`src/rtl/conv_pkg.sv`:
```
// Shared types and helpers for the KxK sliding-window convolution engine.
package conv_pkg;

    // Row-pass control states.
    typedef enum logic [2:0] {
        IDLE   = 3'd0,
        FILL   = 3'd1,
        STREAM = 3'd2,
        DRAIN  = 3'd3,
        DONE   = 3'd4
    } state_t;

    // A stride request of zero is promoted to this value.
    localparam logic [1:0] MIN_STRIDE = 2'd1;

    // Signed result width large enough that a full KxK sum of
    // (unsigned pixel * signed weight) products can never overflow.
    function automatic int acc_width(input int bit_depth, input int kernel);
        return 2 * bit_depth + $clog2(kernel * kernel) + 1;
    endfunction

endpackage

```
`src/rtl/conv_mac_tree.sv`:
```
// Purely combinational KxK multiply-accumulate: window pixels (unsigned)
// times kernel weights (signed), summed at full result width.
module conv_mac_tree
    import conv_pkg::*;
#(
    parameter int BIT_DEPTH = 8,
    parameter int KERNEL    = 3,
    parameter int ACC_W     = acc_width(BIT_DEPTH, KERNEL)
) (
    input  logic [KERNEL-1:0][KERNEL-1:0][BIT_DEPTH-1:0] window_i,
    input  logic [KERNEL-1:0][KERNEL-1:0][BIT_DEPTH-1:0] weights_i,
    output logic signed [ACC_W-1:0]                      sum_o
);

    // Sum all KxK products; each operand is extended to ACC_W before the multiply.
    always_comb begin
        // NOTE: every always_comb output gets a default first so no path leaves it unassigned (no latch).
        sum_o = '0;
        for (int r = 0; r < KERNEL; r++) begin
            for (int c = 0; c < KERNEL; c++) begin
                sum_o = sum_o
                      + (ACC_W'($signed({1'b0, window_i[r][c]}))
                      *  ACC_W'($signed(weights_i[r][c])));
            end
        end
    end

endmodule

```
`src/rtl/conv_window_engine.sv`:
```
// Streaming KxK sliding-window convolution engine. Accepts one K-pixel
// column per handshake, keeps the KxK window in a shift register, and emits
// one registered signed result per window position at a runtime stride.
// Optional build macro CONV_RELU_EN clamps negative results to zero before
// the output register; the port width is identical in both builds.
module conv_window_engine
    import conv_pkg::*;
#(
    parameter int BIT_DEPTH = 8,
    parameter int KERNEL    = 3,
    parameter int IMG_WIDTH = 32,
    parameter int ACC_W     = acc_width(BIT_DEPTH, KERNEL)
) (
    input  logic                                clk,
    input  logic                                rst,
    input  logic                                start,
    input  logic [1:0]                          stride,
    input  logic                                wt_we,
    input  logic [$clog2(KERNEL*KERNEL)-1:0]    wt_addr,
    input  logic [BIT_DEPTH-1:0]                wt_data,
    input  logic                                in_valid,
    output logic                                in_ready,
    input  logic [KERNEL*BIT_DEPTH-1:0]         in_col,
    output logic                                out_valid,
    input  logic                                out_ready,
    output logic signed [ACC_W-1:0]             out_data,
    output logic                                shift_buffer,
    output logic                                busy,
    output logic                                done
);

    localparam int ADDR_W = $clog2(KERNEL * KERNEL);
    localparam int CNT_W  = $clog2(IMG_WIDTH + 1);

    typedef logic [KERNEL-1:0][KERNEL-1:0][BIT_DEPTH-1:0] grid_t;

    state_t                  state_q, state_d;
    logic [CNT_W-1:0]        col_cnt_q, col_cnt_d;
    logic [1:0]              phase_q, phase_d;
    logic [1:0]              stride_q, stride_d;
    grid_t                   window_q, window_d;
    grid_t                   weights_q, weights_d;
    logic                    out_valid_q, out_valid_d;
    logic signed [ACC_W-1:0] out_data_q, out_data_d;

    logic                    accept;
    logic                    emit;
    logic signed [ACC_W-1:0] sum;
    logic signed [ACC_W-1:0] result;

    // The sum sees the window including the column being accepted this cycle.
    conv_mac_tree #(
        .BIT_DEPTH (BIT_DEPTH),
        .KERNEL    (KERNEL),
        .ACC_W     (ACC_W)
    ) u_mac_tree (
        .window_i  (window_d),
        .weights_i (weights_q),
        .sum_o     (sum)
    );

    // FSM state register.
    always_ff @(posedge clk or posedge rst) begin
        if (rst) begin
            state_q <= IDLE;
        end else begin
            // NOTE: sequential state uses non-blocking assignment so every register samples pre-edge values.
            state_q <= state_d;
        end
    end

    // FSM next state: row pass is fill, stream, drain the last result, pulse done.
    always_comb begin
        state_d = state_q;
        case (state_q)
            IDLE:    if (start) state_d = FILL;
            FILL:    if (accept && col_cnt_d == CNT_W'(KERNEL))
                         state_d = (KERNEL == IMG_WIDTH) ? DRAIN : STREAM;
            STREAM:  if (accept && col_cnt_d == CNT_W'(IMG_WIDTH)) state_d = DRAIN;
            DRAIN:   if (!out_valid_q || out_ready) state_d = DONE;
            DONE:    state_d = IDLE;
            default: state_d = IDLE;
        endcase
    end

    // FSM outputs: columns are taken only while the result slot is free or draining.
    always_comb begin
        in_ready = ((state_q == FILL) || (state_q == STREAM)) && (!out_valid_q || out_ready);
        busy     = (state_q != IDLE);
        done     = (state_q == DONE);
    end

    assign accept       = in_valid && in_ready;
    assign shift_buffer = accept;

    // Datapath next state: pass setup, weight writes, window shift and stride phase.
    always_comb begin
        col_cnt_d = col_cnt_q;
        phase_d   = phase_q;
        stride_d  = stride_q;
        window_d  = window_q;
        weights_d = weights_q;
        emit      = 1'b0;

        if (state_q == IDLE) begin
            if (start) begin
                stride_d  = (stride == 2'd0) ? MIN_STRIDE : stride;
                col_cnt_d = '0;
                phase_d   = '0;
            end
            if (wt_we) begin
                for (int r = 0; r < KERNEL; r++) begin
                    for (int c = 0; c < KERNEL; c++) begin
                        if (wt_addr == ADDR_W'(r * KERNEL + c)) weights_d[r][c] = wt_data;
                    end
                end
            end
        end

        if (accept) begin
            col_cnt_d = col_cnt_q + 1'b1;
            // Column 0 is the oldest; the new column enters at KERNEL-1.
            for (int r = 0; r < KERNEL; r++) begin
                for (int c = 0; c < KERNEL - 1; c++) begin
                    window_d[r][c] = window_q[r][c+1];
                end
                window_d[r][KERNEL-1] = in_col[r*BIT_DEPTH +: BIT_DEPTH];
            end
            // Phase is still 0 on the accept that first completes a window.
            if (col_cnt_d >= CNT_W'(KERNEL)) begin
                emit    = (phase_q == 2'd0);
                phase_d = (phase_q + 2'd1 == stride_q) ? 2'd0 : phase_q + 2'd1;
            end
        end
    end

    // Optional ReLU ahead of the output register.
    always_comb begin
`ifdef CONV_RELU_EN
        result = sum[ACC_W-1] ? '0 : sum;
`else
        result = sum;
`endif
    end

    // Output slot: load on emit, otherwise clear on handshake; data holds while stalled.
    always_comb begin
        out_valid_d = out_valid_q;
        out_data_d  = out_data_q;
        if (emit) begin
            out_valid_d = 1'b1;
            out_data_d  = result;
        end else if (out_valid_q && out_ready) begin
            out_valid_d = 1'b0;
        end
    end

    // Datapath registers, all cleared by reset.
    always_ff @(posedge clk or posedge rst) begin
        if (rst) begin
            col_cnt_q   <= '0;
            phase_q     <= '0;
            stride_q    <= '0;
            window_q    <= '0;
            // NOTE: the weight store is flops, not RAM, so it can and must be cleared by reset.
            weights_q   <= '0;
            out_valid_q <= 1'b0;
            out_data_q  <= '0;
        end else begin
            col_cnt_q   <= col_cnt_d;
            phase_q     <= phase_d;
            stride_q    <= stride_d;
            window_q    <= window_d;
            weights_q   <= weights_d;
            out_valid_q <= out_valid_d;
            out_data_q  <= out_data_d;
        end
    end

    assign out_valid = out_valid_q;
    assign out_data  = out_data_q;

endmodule
```
`config.mk`:
```
export PLATFORM = sky130hd
export DESIGN_NAME = conv_window_engine
export DESIGN_NICKNAME = d
export VERILOG_FILES = /design/src/rtl/conv_pkg.sv /design/src/rtl/conv_mac_tree.sv /design/src/rtl/conv_window_engine.sv
export SDC_FILE = /design/constraint.sdc
export NUM_CORES = 2
export LEC_CHECK = 0
export BUFFER_PORTS_ARGS = -buffer_cell sky130_fd_sc_hd__clkbuf_2
export CELL_PAD_IN_SITES_DETAIL_PLACEMENT = 0
export CELL_PAD_IN_SITES_GLOBAL_PLACEMENT = 2
export CORE_MARGIN = 1
export CORE_UTILIZATION = 46
export DETAILED_ROUTE_END_ITERATION = 7
export PLACE_DENSITY = 0.91
export SYNTH_ARGS = -nofsm -noshare
export SYNTH_HDL_FRONTEND = slang
export SYNTH_SLANG_ARGS = --single-unit
```
`constraint.sdc`:
```
create_clock -name clk -period 20.7 [get_ports clk]
set_input_delay 0 -clock clk [delete_from_list [all_inputs] [get_ports clk]]
set_output_delay 0 -clock clk [all_outputs]
set_load 0.02 [all_outputs]
```
# ---- Yosys cells after proc, flatten, opt, wreduce, memory -nomap -nowiden
# Cells that the tools add are included.
dict set report totals {
  register_bits 179
  input_bits 44
  out_inout_bits 26
  elab_cells 107
}
dict set report classes {
  addsub 10
  multipliers 9
  magnitude_cmp 1
  eq_ne 19
  n_mux 19
  n_reduce_logical 25
}
# op n
set ops {}
lappend ops {{$add A21 B21 Y21} 8}
lappend ops {{$mul A9 B8 Y17} 9}
lappend ops {{$mux W72} 1}
lappend ops {{$reduce_and A3 Y1} 9}
lappend ops {{$mux W6} 3}
lappend ops {{$eq A4 B3 Y1 const B} 4}
lappend ops {{$mux W2} 6}
lappend ops {{$mux W3} 4}
lappend ops {{$pmux W3 S4} 1}
lappend ops {{$eq A4 B2 Y1 const B} 2}
lappend ops {{$ne A2 B2 Y1 const B} 4}
lappend ops {{$add A6 B1 Y6 const B} 1}
lappend ops {{$eq A3 B2 Y1 const B} 2}
lappend ops {{$eq A6 B2 Y1 const B} 1}
lappend ops {{$eq A6 B6 Y1 const B} 1}
lappend ops {{$ge A6 B2 Y1 const B} 1}
lappend ops {{$logic_and A1 B1 Y1} 5}
lappend ops {{$eq A4 B1 Y1 const B} 1}
lappend ops {{$eq A4 B4 Y1 const B} 1}
lappend ops {{$logic_not A2 Y1} 2}
lappend ops {{$logic_not A4 Y1} 1}
lappend ops {{$mux W1} 4}
lappend ops {{$reduce_and A4 Y1} 1}
lappend ops {{$eq A3 B1 Y1 const B} 1}
lappend ops {{9 further kinds} 10}

# ---- Depth between registers and ports, before layout
dict set report logic_depth {
  depth_word 14
  depth_mapped 40
  mapped_depth_nobuf 37
}

# ---- Cells and area by module
# A second synthesis with hierarchy kept.
dict set report hier_totals {
  cells_unflattened 3035
  area_unflattened_um2 29435.7
}
# mod instances cells_per_inst area_per_inst_um2 seq_area_each_um2
set by_module_without_submodules {}
lappend by_module_without_submodules {conv_mac_tree 1 2411 22255.1 0.0}
lappend by_module_without_submodules {conv_window_engine 1 624 7180.6 4479.3}

# ---- Worst setup path after synthesis
# Ideal clock, no wire load.
dict set report synth_path {
  path_type {register -> register}
  startpoint {register state_q[1]}
  endpoint {register out_data_q[20], in the netlist out_data[20]}
  setup_ns 0.126
  arrival_time_ns 9.121
  required_ns 20.574
  slack_ns 11.453
  path_stages_with_launch 34
  n_path_buf 3
  synth_period_minus_slack_ns 9.247
  cell_sequence {dfrtp_1 buf_2 xor2_1 nand4_1 clkbuf_1 buf_2 mux2i_1 inv_1 nand2_1 fa_1 fa_1 inv_1 fa_1 inv_1 fa_1 inv_1 ha_1 o21a_1 o31a_1 o211ai_1 or4b_2 o311ai_0 fa_1 fa_1 fa_1 inv_1 fa_1 inv_1 ha_1 a21o_1 a31o_2 or3_1 o2111a_1 a221o_1}
}
# item line_no
set synth_lines {}
lappend synth_lines {{start, declared} conv_window_engine.sv:37} ;# state_t state_q, state_d;
lappend synth_lines {{start signal, assigned} conv_window_engine.sv:68} ;# state_q <= state_d;
lappend synth_lines {{end signal, assigned} conv_window_engine.sv:176} ;# out_data_q <= out_data_d;
lappend synth_lines {{end, declared} conv_window_engine.sv:44} ;# logic signed [ACC_W-1:0] out_data_q, out_data_d;

==> summary.md <==
| Metric | Value |
|---|---|
| Status | `finished, violations left` |
| Failing checks | `DRC` |
| GP Congestion | `0.934` |
| Most used cell, CP | `fa_1` |
| FF-to-FF Start | `state_q[0]$_DFFE_PP0P_` |
| Setup Buffers After CTS | `0` |
| Fin crit share | `0.550` |
| Synth cell count leaders | `inv_1, nand2_1, fa_1` |
| Fmax | `0.0878 GHz` |
| WL final | `84400 um` |
| # setup viols final | `0` |
| Post-route minimum period | `11.39 ns` |
| Die Wd | `260 um` |
| Worst hold endpoint | `window_q[40]$_DFF_PP0_` |
| Worst rel slew slack | `0.211` |
| Share of cells above drive strength 1 | `0.0676` |
| DR pass1 iterations | `8` |
| Cells after synthesis | `around 3.4k` |
| Register Area | `4480 um^2` |
| Post-synth EDFFs | `0` |
| Antenna cells | `0` |
| Die area | `67800 um^2` |
| Nets | `4360` |
| Delay of the slowest cell on the worst path | `approximately 0.96 ns` |
| Clock latency on the worst-skew pair | `0.52 ns` |
| Starting density of the core | `0.466` |
| First-pass GRT wire length | `roughly 130000 um` |
| Max Slew Vio Count | `0` |
| Number of global-route vias before repair | `23.7k` |
| CTS Sinks | `179` |
| Area grow syn2layout | `6.94%` |
| Final TNS setup | `0 ns` |
| Seq/Total Area, Yosys | `0.146` |
| Worst Tran Pin Value | `1.18 ns` |
| Worst Path Required | `between 20 and 25 ns` |
| Critical Path End Type | `flop` |
| Hold depth | `3` |
| Reg2reg path depth | `34` |
| Largest net degree at the start of global routing | `121` |
| Yosys reg bits | `179` |
| Die Y | `260 um` |
| Fillers | `6290` |
| Final Hold Viols | `0` |
| Max-cap violations | `0` |
| Initial antenna violation count | `3` |
| Worst R2R Setup Slack | `9.31 ns` |
| WS Path Type | `reg -> reg` |
| Final setup margin | `9.31 ns` |
| Synthesized area per cell | `between 9 and 10 um^2` |
| Core Region | `66000 um^2` |
| Reg2reg end | `out_data[20]$_DFFE_PP0P_` |
| Crit Path Max Fanout | `47` |
| IO Count | `70` |
| Critical path arrival | `about 12 ns` |
| Worst hold path class | `in -> reg` |
| Clock Skew | `0.0162 ns` |
| CTS max path bufs | `2` |
| WL per Instance | `between 15 and 20 um` |
| Drt drc | `15` |
| Number of port buffers | `69` |
| Unrepaired setup endpoints after global routing | `no` |
| Post-synth top area cell | `fa_1` |
| CTS root buffer | `clkbuf_16` |
| Via count | `22.9k` |
| Row Count | `94` |
| Yosys warns | `0` |
| GR Overflow Total | `0` |
| Critical-path top delay cell | `o311ai_0` |
| Syn Std Cell Area | `just over 30000 um^2` |
| Worst setup SP type | `flop` |
| DP HPWL | `69400 um` |
| Initial DRC Count | `1521` |
| Total GRT Usage | `0.262` |
| Synth area leaders | `fa_1, ha_1, dfrtp_1` |
| H-tree depth | `4` |
| Area of the multi-input gates | `23400 um^2` |
| Primary FF master, synth | `dfrtp_1` |
| CTS tree | `done` |
| Unique cell type count in the Yosys netlist | `73` |
| Top cell type's share of synthesized area | `0.296` |
| Via/cell ratio | `roughly 5.3` |
| Worst slack, placed | `roughly 9.4 ns` |
| Hold_sp | `in_col[8]` |
| Count leader, synth | `inv_1` |
| CTS Buf Count | `17` |
| Synth async-reset ratio | `1.00` |
| Synth Net Count | `between 4k and 5k` |
| Clock-pin slew on the worst setup and hold paths | `0.08 ns` |
| Cts repair resizes | `0` |
| Post-route ant nets | `0` |
[how the worst max path moves through the flow]
| stage | from | to | slack [ns] | cells after the start |
|---|---|---|---|---|
| 2_1_floorplan | state_q[1]$_DFFE_PP0P_ | out_data[20]$_DFFE_PP0P_ | 11.45 | 33 |
| 3_3_place_gp | state_q[0]$_DFFE_PP0P_ | out_data[20]$_DFFE_PP0P_ | 9.57 | 34 |
| 3_5_place_dp | state_q[0]$_DFFE_PP0P_ | out_data[20]$_DFFE_PP0P_ | 9.38 | 34 |
| 4_1_cts | state_q[0]$_DFFE_PP0P_ | out_data[20]$_DFFE_PP0P_ | 9.35 | 34 |
| 5_1_grt | state_q[0]$_DFFE_PP0P_ | out_data[17]$_DFFE_PP0P_ | 8.79 | 34 |
| 6_report | state_q[0]$_DFFE_PP0P_ | out_data[20]$_DFFE_PP0P_ | 9.31 | 34 |
[sequential cells by signal, indices dropped and copies added, names as in the netlist]
register	count
col_cnt_q	6
out_data	21
out_valid	1
phase_q	2
state_q	3
stride_q	2
weights_q	72
window_q	72
[cell families (layout without fill, tap and decap cells)]
| group | Yosys count | after routing | synth area share |
|---|---|---|---|
| xor+xnor | 98 | 98 | 0.0279 |
| simple gates | 1074 | 1074 | 0.171 |
| fa+ha+maj | 866 | 866 | 0.464 |
| mux | 88 | 88 | 0.0316 |
| buf+inv | 757 | 844 | 0.0932 |
| compound gates | 314 | 314 | 0.0672 |
| flops | 179 | 179 | 0.146 |
[layout by cell type (no fill, tap or decap), drive strengths merged, types with 6 or more instances in the layout]
master       Yosys  layout
a211oi          18      18
a21o            16      16
a21oi           80      80
a41oi            8       8
and2           243     243
and3             6       6
clkbuf          17      86
clkinv           8      15
dfrtp          179     179
dlygate4sd3      0      28
fa             455     455
ha             411     411
inv            703     711
mux2            71      71
mux2i           17      17
nand2          487     487
nand3           26      26
nand4            8       8
nor2           125     125
nor2b           80      80
nor3            16      16
o211ai           7       7
o21a            16      16
o21ai           76      76
o21bai          10      10
o311ai           6       6
o31a            15      15
o31ai            6       6
o41ai            7       7
or2             40      40
or3             11      11
or4              9       9
xnor2           53      53
xor2            45      45
[layer usage]
layer / up-vias / global-route usage / wire (um)
met1: 11600 / 0.361 / 38400
met4: 0 / 0.0763 / 2110
met3: 76 / 0.0266 / 3080
li1: 10700 / - / -
met2: 482 / 0.436 / 40800
met5: - / 0 / 0
[final cells by class]
type / count / area share
multi-input combinational: 2440 / 0.712
sequential: 179 / 0.136
inverter: 711 / 0.0815
tap: 864 / 0.0329
timing repair buffer: 101 / 0.0199
clock buffer: 17 / 0.0129
clock inverter: 15 / 0.00480
[worst max-delay path: cells and delay by family, from the launching register on]
kind / cells / cell delay [ns]
adders and majority gates: 10 / 4.63
DFF: 1 / 0.61
and+or+nand+nor: 6 / 1.14
xor gates and xnor gates: 1 / 0.18
AOI/OAI and AO/OA: 9 / 2.75
buffers and inverters: 8 / 1.85
[metrics by stage]
stage,cell area (um^2),util,std cells,hold slack (ns)
global placement,32000,0.485,4267,0.211
finish,32900,0.498,4327,0.0420
detailed placement,32000,0.485,4267,0.214
CTS,32900,0.498,4327,0.00671
global route,32900,0.498,4327,0.0359
floorplan,30700,-,3376,0.103
[repair_timing]
item                       4_1_cts  5_1_grt
hold endpoints to repair       155        0
setup endpoints to repair        0        0
hold buffers                    28        0
Power is left out: the tool's default activity adds up to more than one toggle a clock period on the data nets, which glitch-free logic cannot reach.
